[src/rtl/alu_seq_ctrl.sv]
// Multi-cycle MULTU/DIVU sequencer (shift-add / restoring divide) that borrows the execute ALU.
// Define ALU_SEQ_SIGNED_EN to add signed MULT/DIV (op[1]) via operand abs + a FIX cycle.
module alu_seq_ctrl #(
    parameter logic [31:0] DIV0_QUOT = 32'hFFFF_FFFF
) (
    input  logic        clk,
    input  logic        rst,
    // Handshake: start is sampled only while busy=0. busy rises the cycle after
    // acceptance; done pulses for one cycle with hi/lo valid, busy drops after it.
    input  logic        start,
    input  logic [1:0]  op,
    input  logic [31:0] a,
    input  logic [31:0] b,
    output logic        busy,
    output logic        done,
    output logic [31:0] hi,
    output logic [31:0] lo,
    output logic [2:0]  alu_op,
    output logic [31:0] alu_a,
    output logic [31:0] alu_b,
    input  logic [31:0] alu_y,
    output logic [1:0]  dbg_state
);

    localparam logic [2:0] ALU_ADD = 3'b010;
    localparam logic [2:0] ALU_SUB = 3'b110;

    typedef enum logic [1:0] {
        S_IDLE = 2'd0,
        S_RUN  = 2'd1,
`ifdef ALU_SEQ_SIGNED_EN
        S_FIX  = 2'd2,
`endif
        S_DONE = 2'd3
    } state_t;

    state_t      state_q, state_d;
    logic [4:0]  cnt_q, cnt_d;
    logic        is_div_q, is_div_d;
    logic [31:0] w_hi_q, w_hi_d;   // P_hi / R
    logic [31:0] w_lo_q, w_lo_d;   // P_lo / Q
    logic [31:0] m_q, m_d;         // M / D
    logic [31:0] hi_q, hi_d;
    logic [31:0] lo_q, lo_d;
    logic [31:0] a_in, b_in, div_sh;
    logic        carry, sgn_start;

`ifdef ALU_SEQ_SIGNED_EN
    logic        sgn_q, sgn_d;
    logic        neg_lo_q, neg_lo_d;
    logic        neg_hi_q, neg_hi_d;
    logic [63:0] prod_fix;

    assign sgn_start = op[1];
    assign a_in      = (op[1] && a[31]) ? (32'd0 - a) : a;
    assign b_in      = (op[1] && b[31]) ? (32'd0 - b) : b;
`else
    // op[1] is a don't-care in the unsigned-only build.
    assign sgn_start = op[1] & 1'b0;
    assign a_in      = a;
    assign b_in      = b;
`endif

    assign div_sh = {w_hi_q[30:0], w_lo_q[31]};

    always_ff @(posedge clk or posedge rst) begin
        if (rst) begin
            state_q  <= S_IDLE;
            cnt_q    <= '0;
            is_div_q <= 1'b0;
            w_hi_q   <= '0;
            w_lo_q   <= '0;
            m_q      <= '0;
            hi_q     <= '0;
            lo_q     <= '0;
`ifdef ALU_SEQ_SIGNED_EN
            sgn_q    <= 1'b0;
            neg_lo_q <= 1'b0;
            neg_hi_q <= 1'b0;
`endif
        end else begin
            state_q  <= state_d;
            cnt_q    <= cnt_d;
            is_div_q <= is_div_d;
            w_hi_q   <= w_hi_d;
            w_lo_q   <= w_lo_d;
            m_q      <= m_d;
            hi_q     <= hi_d;
            lo_q     <= lo_d;
`ifdef ALU_SEQ_SIGNED_EN
            sgn_q    <= sgn_d;
            neg_lo_q <= neg_lo_d;
            neg_hi_q <= neg_hi_d;
`endif
        end
    end

    always_comb begin
        state_d  = state_q;
        cnt_d    = cnt_q;
        is_div_d = is_div_q;
        w_hi_d   = w_hi_q;
        w_lo_d   = w_lo_q;
        m_d      = m_q;
        hi_d     = hi_q;
        lo_d     = lo_q;
        alu_op   = ALU_ADD;
        alu_a    = '0;
        alu_b    = '0;
        carry    = 1'b0;
`ifdef ALU_SEQ_SIGNED_EN
        sgn_d    = sgn_q;
        neg_lo_d = neg_lo_q;
        neg_hi_d = neg_hi_q;
        prod_fix = '0;
`endif
        case (state_q)
            S_IDLE: begin
                if (start) begin
                    cnt_d    = '0;
                    is_div_d = op[0] | sgn_start & 1'b0;
                    w_hi_d   = '0;
                    w_lo_d   = op[0] ? a_in : b_in;
                    m_d      = op[0] ? b_in : a_in;
`ifdef ALU_SEQ_SIGNED_EN
                    sgn_d    = op[1];
                    neg_lo_d = op[1] & (a[31] ^ b[31]);
                    neg_hi_d = op[1] & (op[0] ? a[31] : (a[31] ^ b[31]));
`endif
                    if (op[0] && b == 32'd0) begin
                        state_d = S_DONE;
                        hi_d    = a;
                        lo_d    = DIV0_QUOT;
                    end else begin
                        state_d = S_RUN;
                    end
                end
            end
            S_RUN: begin
                cnt_d = cnt_q + 5'd1;
                if (is_div_q) begin
                    alu_op = ALU_SUB;
                    alu_a  = div_sh;
                    alu_b  = m_q;
                    // R[31] set means the shifted remainder overflowed 32 bits, so it must exceed D.
                    if (w_hi_q[31] || div_sh >= m_q) begin
                        w_hi_d = alu_y;
                        w_lo_d = {w_lo_q[30:0], 1'b1};
                    end else begin
                        w_hi_d = div_sh;
                        w_lo_d = {w_lo_q[30:0], 1'b0};
                    end
                end else begin
                    alu_a  = w_hi_q;
                    alu_b  = w_lo_q[0] ? m_q : 32'd0;
                    carry  = (alu_y < w_hi_q);
                    w_hi_d = {carry, alu_y[31:1]};
                    w_lo_d = {alu_y[0], w_lo_q[31:1]};
                end
                if (cnt_q == 5'd31) begin
`ifdef ALU_SEQ_SIGNED_EN
                    if (sgn_q) begin
                        state_d = S_FIX;
                    end else begin
                        state_d = S_DONE;
                        hi_d    = w_hi_d;
                        lo_d    = w_lo_d;
                    end
`else
                    state_d = S_DONE;
                    hi_d    = w_hi_d;
                    lo_d    = w_lo_d;
`endif
                end
            end
`ifdef ALU_SEQ_SIGNED_EN
            S_FIX: begin
                state_d = S_DONE;
                if (is_div_q) begin
                    hi_d = neg_hi_q ? (32'd0 - w_hi_q) : w_hi_q;
                    lo_d = neg_lo_q ? (32'd0 - w_lo_q) : w_lo_q;
                end else begin
                    prod_fix = neg_lo_q ? (64'd0 - {w_hi_q, w_lo_q}) : {w_hi_q, w_lo_q};
                    hi_d     = prod_fix[63:32];
                    lo_d     = prod_fix[31:0];
                end
            end
`endif
            S_DONE: begin
                state_d = S_IDLE;
            end
            default: begin
                state_d = S_IDLE;
            end
        endcase
    end

    assign busy      = (state_q != S_IDLE);
    assign done      = (state_q == S_DONE);
    assign hi        = hi_q;
    assign lo        = lo_q;
    assign dbg_state = state_q;

endmodule

[config.mk]
export PLATFORM = sky130hd
export DESIGN_NAME = alu_seq_ctrl
export DESIGN_NICKNAME = d
export VERILOG_FILES = /design/src/rtl/alu_seq_ctrl.sv
export SDC_FILE = /design/constraint.sdc
export NUM_CORES = 1
export LEC_CHECK = 0
export CORE_MARGIN = 1
export CORE_UTILIZATION = 47
export DETAILED_ROUTE_END_ITERATION = 7
export GPL_TIMING_DRIVEN = 0
export PLACE_DENSITY = 0.89
export SLEW_MARGIN = 20
export SYNTH_ARGS = -nofsm -noshare
export SYNTH_HDL_FRONTEND = slang
export SYNTH_SLANG_ARGS = --single-unit
[constraint.sdc]
create_clock -name clk -period 6.5 [get_ports clk]
set_clock_uncertainty 0.1 [all_clocks]
set_input_delay 1.95 -clock clk [delete_from_list [all_inputs] [get_ports clk]]
set_output_delay 1.95 -clock clk [all_outputs]
set_load 0.02 [all_outputs]
==> impl_metrics.yaml <==
power:
  cellPowerDensity_mw_per_mm2: 576
  sw_frac_of_total: 0.472
  vdd_drop_max_mv: 0.469
  leakagePower_nw: 6.33
  clockPowerShare: 0.133
  combPwrFrac: 0.618
  seqPwrFrac: 0.249
  p_int_mw: 4.35
  p_sw_mw: 3.89
  fin_total_pwr_mw: 8.24
sta:
  worst_slew_pin_slew_ns: 0.850
  rsz0062_at_grt: "no"
  post-route-period-util: 0.900
  finalHoldViolCount: 0
  finalWorstSetupSlack_ns: 0.651
  fin_tns_setup_ns: 0
  fin_crit_ns: 5.85
  maxSlewViolCount: 0
  max_slew_margin: 0.433
  whs_ns: 0.394
  max_freq_mhz: 171
  setup_viol: 0
route:
  first_iter_violations: 1207
  vias: 11200
  wire_per_inst_um: 22.5
  firstDrtPassIters: 6
  viasPerCell: 6.35
  ant_nets: 0
  drt_wl_total_mm: 39.6
  drc_errors: 0
synthesis:
  synth_edf_count: 0
  async_flop_share: 1.00
  avgSynthCellArea_um2: 9.00
  ys_ff_latch: 168
  ys_types: 52
  ys.flop_type: "dfrtp_1"
  ys_seq_area_frac: 0.387
  synth_area_mm2: 0.0109
  synth_cells: 1206
  yosysWarnings: 0
  synth.net_count: 1372
critical_path:
  cp-start-kind: "register"
  cp_max_fo: 10
  worst_setup_path_end_kind: "output pin"
  required_ns: 4.45
  r2r_cells: 9
  crit_path_max_incr_delay_ns: 0.69
  r2r_start: "cnt_q[0]"
  regToRegSetupSlack_ns: 3.35
  critical_path.top_delay_family: "buffers and inverters"
  cp_num_buf_inv: 4
  crit_top_cell: "clkbuf_1"
  r2r_end: "hi[25]"
  critPathSlowestCell: "clkbuf_1"
  critical_path_class: "register to output pin"
  worstPathCellList: "clkbuf_1, clkbuf_1, nor2_1, clkbuf_1, nor3_1, clkdlybuf4s50_1"
  arrival_ns: 3.80
global_routing:
  grtUsageTotal: 0.336
  antenna_found_initial: 1
  grt_max_degree: 31
  grt_pass1_wl_mm: 61.4
  grt_pass1_vias: 11000
  gr-total-overflow: 0
min_path:
  holdPathStages: 2
  holdCritStartpoint: "hi[6]"
  hold_class: "register to register"
  holdPathEnd: "hi[6]"
cts:
  cts_root_buf: "clkbuf_16"
  clockBufferDepth: 2
  cts_tree: "done"
  cts-htree-levels: 4
  clkTransAtPathRegs_ns: 0.07
  worstSkewPairLatency_ns: 0.45
  post_cts_resized: 0
  hold_buffers: 0
  cts_buffers: 17
  post_cts_buffers: 0
  cts.sinks: 168
layout:
  final_nets: 1629
  drive_above_1_share: 0.0874
  utilization: 0.631
  syn_to_final_growth_pct: 31.7
floorplanning:
  die_area_mm2: 0.0237
  die_h_um: 154
  io_pins: 236
  fp.coreArea_mm2: 0.0226
  die_w_um: 154
  start_util: 0.480
  rows: 55
placed_design:
  portBuffers: 232
  hpwl_mm: 30.5
  gp_congestion: 0.985
  place_worst_setup_slack_ns: 1.33
status:
  status: "complete, no violations"
job:
  cap_violations: 0
-- state kept, by name (all words and copies together), names as in the netlist --
| register | flops |
|---|---|
| is_div_q | 1 |
| lo | 32 |
| w_lo_q | 32 |
| m_q | 32 |
| dbg_state | 2 |
| w_hi_q | 32 |
| hi | 32 |
| cnt_q | 5 |
-- cells in the mapped netlist, types with 2 or more instances --
master,count,area (um^2)
and3_1,33,206
buf_1,7,26.3
buf_2,12,60.1
or2_2,2,12.5
nor3_1,33,165
nor2b_1,2,12.5
nor2_1,112,420
conb_1,2,7.51
a221oi_1,4,35.0
a211oi_1,33,248
a31oi_1,32,200
mux2_2,30,338
a211oi_2,30,375
o31ai_1,32,240
nand2_1,81,304
or3_1,2,12.5
nand4_1,6,37.5
and2_1,2,12.5
o21a_1,2,15.0
clkinv_1,2,7.51
a21o_1,8,60.1
a22o_1,2,17.5
o21ai_0,112,561
mux2i_1,98,981
nand3_1,6,30.0
o22ai_1,31,194
a21oi_1,84,420
buf_6,6,67.6
nor4_1,6,37.5
nand2b_1,2,12.5
clkbuf_1,67,251
dfrtp_1,168,4200
inv_1,70,263
and4_1,4,35.0
ha_1,65,813
buf_4,2,15.0
-- placed cells by master, fill, tap and decap left out, types with 12 or more instances in the layout --
| master | Yosys | routed |
|---|---|---|
| a31oi_1 | 32 | 32 |
| clkdlybuf4s50_1 | 0 | 232 |
| clkbuf_16 | 0 | 17 |
| buf_2 | 12 | 12 |
| o21ai_0 | 112 | 112 |
| mux2_2 | 30 | 30 |
| nand2_1 | 81 | 81 |
| mux2i_1 | 98 | 98 |
| a211oi_1 | 33 | 33 |
| o31ai_1 | 32 | 32 |
| ha_1 | 65 | 65 |
| o22ai_1 | 31 | 31 |
| nor2_1 | 112 | 112 |
| inv_1 | 70 | 69 |
| and3_1 | 33 | 33 |
| dfrtp_1 | 168 | 168 |
| clkbuf_1 | 67 | 67 |
| a21oi_1 | 84 | 84 |
| nor3_1 | 33 | 33 |
| a211oi_2 | 30 | 30 |
-- routing by layer --
metal | global-route usage | part of all wire
met5 | 0 | 0
met4 | 0.199 | 0.063
met3 | 0.0676 | 0.10
met2 | 0.522 | 0.45
met1 | 0.435 | 0.39
-- worst register-to-register path: cells and delay by family, from the launching register on --
kind | cells | cell delay (ns)
flip-flops | 1 | 0.42
buffers and inverters | 2 | 0.62
AND/OR/NAND/NOR | 2 | 0.46
adder cells (fa/ha/maj) | 2 | 0.45
AO/OA/AOI/OAI | 3 | 0.95
-- final cells by class --
class,instances,area (um^2)
fill,1787,8340
antenna,1,2.50
inverter,72,274
tap,285,357
clock buffer,19,453
buffer,95,425
clock inverter,13,166
timing repair buffer,238,2460
sequential,168,4200
multi-input combinational,871,5960
-- worst max-delay path by stage --
stage	start	end	slack, ns	cells after the start
2_1_floorplan	rst	cnt_q[0]	2.31	1
3_3_place_gp	rst	lo[4]	0.94	2
3_5_place_dp	is_div_q	alu_b[13]	1.33	6
4_1_cts	is_div_q	alu_b[13]	0.79	6
5_1_grt	is_div_q	alu_b[17]	0.64	6
6_report	is_div_q	alu_b[17]	0.65	6
-- power groups by stage --
stage	sequential (mW)	clock [mW]	combinational [mW]
2_1_floorplan	2.13	0	2.85
6_report	2.05	1.10	5.09
4_1_cts	2.03	1.08	5.02
3_5_place_dp	2.04	0	4.96
5_1_grt	2.10	1.13	5.46
3_3_place_gp	2.02	0	4.81
-- through the flow --
stage	instances	area (um^2)
2_1_floorplan	1206	10900
3_5_place_dp	1729	13700
4_1_cts	1761	14300
5_1_grt	1762	14300
6_report	1762	14300
3_3_place_gp	1723	13500
-- logic make-up (layout without fill, tap and decap cells) --
| group | after synthesis | count (layout) | synth area share |
|---|---|---|---|
| buffers and inverters | 167 | 437 | 0.0641 |
| AOI/OAI and AO/OA | 382 | 382 | 0.229 |
| other | 2 | 3 | 0.000692 |
| adders and majority gates | 65 | 65 | 0.0749 |
| DFF | 168 | 168 | 0.387 |
| muxes | 128 | 128 | 0.121 |
| and+or+nand+nor | 294 | 294 | 0.122 |
(Power assumes the default switching activity.)
